--- src/rtl/header_inserter.sv ---
// rtl/header_inserter.sv - prepends a registered fixed-size header to each Avalon-ST packet.
// Optional statistics outputs (pkt_count, hdr_stall) are enabled by HEADER_INSERTER_STATS_EN.
module header_inserter #(
    parameter int DATA_WIDTH  = 128,
    parameter int HEADER_SIZE = 256
) (
    input  logic                            clk,
    input  logic                            rst,
    input  logic [HEADER_SIZE-1:0]          header_data,
    input  logic                            header_valid,
    output logic                            header_ready,
    input  logic [DATA_WIDTH-1:0]           data_in_data,
    input  logic                            data_in_valid,
    output logic                            data_in_ready,
    input  logic                            data_in_sop,
    input  logic                            data_in_eop,
    input  logic [$clog2(DATA_WIDTH/8)-1:0] data_in_empty,
    output logic [DATA_WIDTH-1:0]           data_out_data,
    output logic                            data_out_valid,
    input  logic                            data_out_ready,
    output logic                            data_out_sop,
    output logic                            data_out_eop,
`ifdef HEADER_INSERTER_STATS_EN
    output logic [31:0]                     pkt_count,
    output logic                            hdr_stall,
`endif
    output logic [$clog2(DATA_WIDTH/8)-1:0] data_out_empty
);

    localparam int HEADER_WORDS = HEADER_SIZE / DATA_WIDTH;
    localparam int CNT_W        = $clog2(HEADER_WORDS) + 1;

    generate
        if ((HEADER_SIZE % DATA_WIDTH) != 0 || HEADER_SIZE < DATA_WIDTH) begin : g_bad_params
            $error("header_inserter: HEADER_SIZE must be a non-zero multiple of DATA_WIDTH");
        end
    endgenerate

    typedef enum logic [1:0] {
        IDLE   = 2'd0,
        HEADER = 2'd1,
        DATA   = 2'd2
    } state_t;

    state_t                   state;
    state_t                   next_state;
    logic [HEADER_SIZE-1:0]   hdr_reg;
    logic [CNT_W-1:0]         cnt;
    logic [DATA_WIDTH-1:0]    hdr_word;
    logic                     last_word;

    // Start-of-packet is regenerated here, so the upstream marker carries no information.
    logic unused_in_sop;
    assign unused_in_sop = data_in_sop;

    always_comb begin
        hdr_word = '0;
        for (int i = 0; i < HEADER_WORDS; i++) begin
            if (cnt == CNT_W'(i)) begin
                hdr_word = hdr_reg[HEADER_SIZE-1-i*DATA_WIDTH -: DATA_WIDTH];
            end
        end
    end

    assign last_word = (cnt == CNT_W'(HEADER_WORDS - 1));

    always_ff @(posedge clk or posedge rst) begin
        if (rst) begin
            state <= IDLE;
        end else begin
            state <= next_state;
        end
    end

    always_comb begin
        next_state     = state;
        header_ready   = 1'b0;
        data_in_ready  = 1'b0;
        data_out_valid = 1'b0;
        data_out_data  = '0;
        data_out_sop   = 1'b0;
        data_out_eop   = 1'b0;
        data_out_empty = '0;
        case (state)
            IDLE: begin
                header_ready = 1'b1;
                if (header_valid) begin
                    next_state = HEADER;
                end
            end
            HEADER: begin
                data_out_valid = 1'b1;
                data_out_data  = hdr_word;
                data_out_sop   = (cnt == '0);
                if (data_out_ready && last_word) begin
                    next_state = DATA;
                end
            end
            DATA: begin
                data_out_valid = data_in_valid;
                data_in_ready  = data_out_ready;
                data_out_data  = data_in_data;
                data_out_eop   = data_in_eop;
                data_out_empty = data_in_empty;
                if (data_in_valid && data_out_ready && data_in_eop) begin
                    next_state = IDLE;
                end
            end
            default: begin
                next_state = IDLE;
            end
        endcase
    end

    // The header register only loads on accept, so header words stay stable under backpressure.
    always_ff @(posedge clk or posedge rst) begin
        if (rst) begin
            hdr_reg <= '0;
            cnt     <= '0;
        end else if (state == IDLE && header_valid) begin
            hdr_reg <= header_data;
            cnt     <= '0;
        end else if (state == HEADER && data_out_ready) begin
            cnt <= cnt + 1'b1;
        end
    end

`ifdef HEADER_INSERTER_STATS_EN
    always_ff @(posedge clk or posedge rst) begin
        if (rst) begin
            pkt_count <= '0;
        end else if (data_out_valid && data_out_ready && data_out_eop) begin
            pkt_count <= pkt_count + 32'd1;
        end
    end

    assign hdr_stall = (state == DATA) && header_valid;
`endif

endmodule

--- config.mk ---
export PLATFORM = sky130hd
export DESIGN_NAME = header_inserter
export DESIGN_NICKNAME = d
export VERILOG_FILES = /design/src/rtl/header_inserter.sv
export SDC_FILE = /design/constraint.sdc
export NUM_CORES = 1
export LEC_CHECK = 0
export BUFFER_PORTS_ARGS = -buffer_cell sky130_fd_sc_hd__clkbuf_2
export CAP_MARGIN = 20
export CELL_PAD_IN_SITES_DETAIL_PLACEMENT = 0
export CELL_PAD_IN_SITES_GLOBAL_PLACEMENT = 2
export CORE_UTILIZATION = 31
export CTS_CLUSTER_DIAMETER = 80
export DETAILED_ROUTE_END_ITERATION = 8
export PLACE_DENSITY_LB_ADDON = 0.1
export SYNTH_ARGS = -nofsm -noshare
export SYNTH_HDL_FRONTEND = slang
export SYNTH_SLANG_ARGS = --single-unit
--- constraint.sdc ---
create_clock -name clk -period 14 [get_ports clk]
set_input_delay 0.7 -clock clk [delete_from_list [all_inputs] [get_ports clk]]
set_output_delay 0.7 -clock clk [all_outputs]
set_load 0.03 [all_outputs]
==> impl_metrics.tcl <==
set metrics [dict create \
    status "finished, final reports clean" \
    routed_wl_um 40800 \
    syn_area_um2 12800 \
    critPathMaxFanout 76 \
    power_per_cell_area_nw_per_um2 242 \
    worstPathRequired_ns 13.30 \
    finalClockSkew_ns 0.0166 \
    root_buffer "clkbuf_16" \
    netlist_top_cells_count "dfrtp_1 (260), nand2_1 (258), mux2_2 (256), a22o_1 (128), o21ai_0 (128)" \
    finalSetupViolCount 0 \
    fin_setup_tns_ns 0 \
    antenna_found_initial 7 \
    start_util_pct 31.4 \
    cts_buffers 31 \
    cts_setup_buffers 0 \
    via_count 10500 \
    core_area_um2 40800 \
    final_nets 2038 \
    cts_num_sinks 260 \
    final_layout_size_suffix_gt1_share_pct 51.6 \
    grt_max_degree 145 \
    path_class "flip-flop to output pin" \
    syn_inst 1163 \
    synth-edff-count 0 \
    synth_most_common_cell "dfrtp_1" \
    synth_seq_area_share_pct 50.7 \
    syn_nets 1564 \
    hp-class "primary input to async pin" \
    synth_ff_type "dfrtp_1" \
    synth.top_cell.area_share_pct 50.7 \
    grt_pass1_wl_um 60700 \
    dp_slack_ns 10.20 \
    cts_resized 0 \
    layout_setup_ws_ns 9.70 \
    postSynth.asyncResetShare_pct 100 \
    drt_iter0_drc 441 \
    first_pass_iters 6 \
    die_w_um 205 \
    ant_nets 0 \
    grt_pass1_vias 10300 \
    cts_buffer_depth 3 \
    ys_warn_count 0 \
    io-pin-count 532 \
    fmax_ghz 0.233 \
    post-route-period-util_pct 30.7 \
    place_hpwl_um 29000 \
    rsz0062_at_grt "no" \
    hold_viol 0 \
    portBuffers 530 \
    max-vdd-ir-drop_mv 0.102 \
    ys_ff_latch 260 \
    power_leakage_nw 8.21 \
    ys_types 23 \
    worstMarginPinSlew_ns 1.06 \
    start_kind "flip-flop" \
    area_growth_pct 31.6 \
    die_y_um 205 \
    rows 74 \
    period_minus_slack_ns 4.30 \
    endpoint_kind "output pin" \
    clkTransAtPathRegs_ns 0.06 \
    synth.avg_cell_area_um2 11.0 \
    drt-vias-per-instance 4.77 \
    die_area_um2 42200 \
    drc_errors 0 \
    slew_headroom_pct 29.4 \
    largest_reg_flops 256 \
    wl_per_cell_um 18.6 \
    grt-ovfl-total 0 \
    synthTopCellsByArea "dfrtp_1 (51%), mux2_2 (22%), a22o_1 (8.7%)" \
    cap_violations 0 \
    final-max-slew-violation-count 0 \
    yosysTopAreaCell "dfrtp_1" \
    hold_buffers 0 \
    track_usage_pct 18.8 \
    cts_tree "done" \
    htree_levels 1 \
    gp_congestion 0.765 \
    clock_latency_ns 0.56 \
    worstPathArrival_ns 3.60 \
]
-- layer usage --
metal / global-route usage (%) / wire length [µm] / vias to the layer above
li1: - / - / 5045
met1: 23.3 / 16600 / 5064
met2: 32.0 / 20300 / 299
met3: 5.48 / 3040 / 55
met4: 4.52 / 798 / 8
met5: 0 / 51 / -
-- cell usage in the layout, fill, tap and decap left out --
master / count
a221oi_2: 1
clkinvlp_4: 1
and2_1: 7
nand2_1: 257
clkinv_2: 9
a211o_1: 1
mux2i_1: 1
a21oi_1: 4
and2_4: 2
inv_1: 4
o21ai_0: 128
nor2b_1: 2
diode_2: 5
clkbuf_1: 4
buf_4: 8
nand2_4: 1
mux2_1: 1
nand3_1: 1
xnor2_1: 1
a211oi_1: 1
inv_8: 1
dfrtp_1: 260
bufinv_16: 2
nand2_2: 1
clkbuf_8: 9
ha_4: 2
clkbuf_16: 31
a22o_1: 128
buf_12: 1
clkbuf_2: 530
mux2_2: 256
ha_1: 4
buf_16: 1
-- path summary, 6_finish.rpt --
check                                    end  cells after the start  slack [ns]              from
setup / recovery           data_out_data[33]                      7        9.70            cnt[0]
hold / removal                  hdr_reg[187]                      2        0.36               rst
setup reg to reg                hdr_reg[185]                      5       11.29          state[0]
hold reg to reg                 hdr_reg[142]                      1        0.50      hdr_reg[142]
max in group asynchronous       hdr_reg[160]                      3       12.29               rst
min in group clk                hdr_reg[196]                      2        0.36  header_data[196]
-- area by class of cell --
type,count,area [µm²]
fill,4145,23900
inverter,5,26.3
clock buffer,44,915
multi-input combinational,799,5890
tap,532,666
timing repair buffer,540,2760
sequential,260,6510
clock inverter,12,113
antenna,5,12.5
-- kinds of logic (layout without fill, tap and decap cells) --
group | count (synthesis) | in the layout | synth area share, %
adder cells (fa/ha/maj) | 6 | 6 | 0.585
XOR/XNOR | 1 | 1 | 0.0683
buffers and inverters | 104 | 601 | 3.72
AND/OR/NAND/NOR | 271 | 271 | 8.17
AO/OA/AOI/OAI | 263 | 263 | 14.1
multiplexers | 258 | 258 | 22.6
flip-flops | 260 | 260 | 50.7
other | 0 | 5 | 0
-- report_power, final --
part	internal, mW	switching (mW)	total, mW
clock network	0.487	0.322	0.809
registers	1.14	0.176	1.31
logic	0.795	1.17	1.96
total	2.42	1.66	4.08
-- worst max-delay path, stage by stage (launching register included) --
cell and delay [ns]:
dfrtp_1 0.41, inv_1 0.14, ha_4 0.61, buf_4 0.81
nand2_1 0.11, o21ai_0 0.44, a22o_1 0.20, clkbuf_2 0.20
-- through the flow --
stage	hold slack, ns	instance area (µm²)	power [mW]	cells	util (%)
after floorplan	0.479	12800	2.79	1163	-
after global placement	0.487	15800	3.29	2135	38.7
after detailed placement	0.492	15800	3.33	2135	38.7
after CTS	0.328	16800	4.16	2191	41.3
after global routing	0.338	16900	4.39	2195	41.3
final	0.363	16900	4.08	2197	41.4
(Power assumes the default switching activity.)
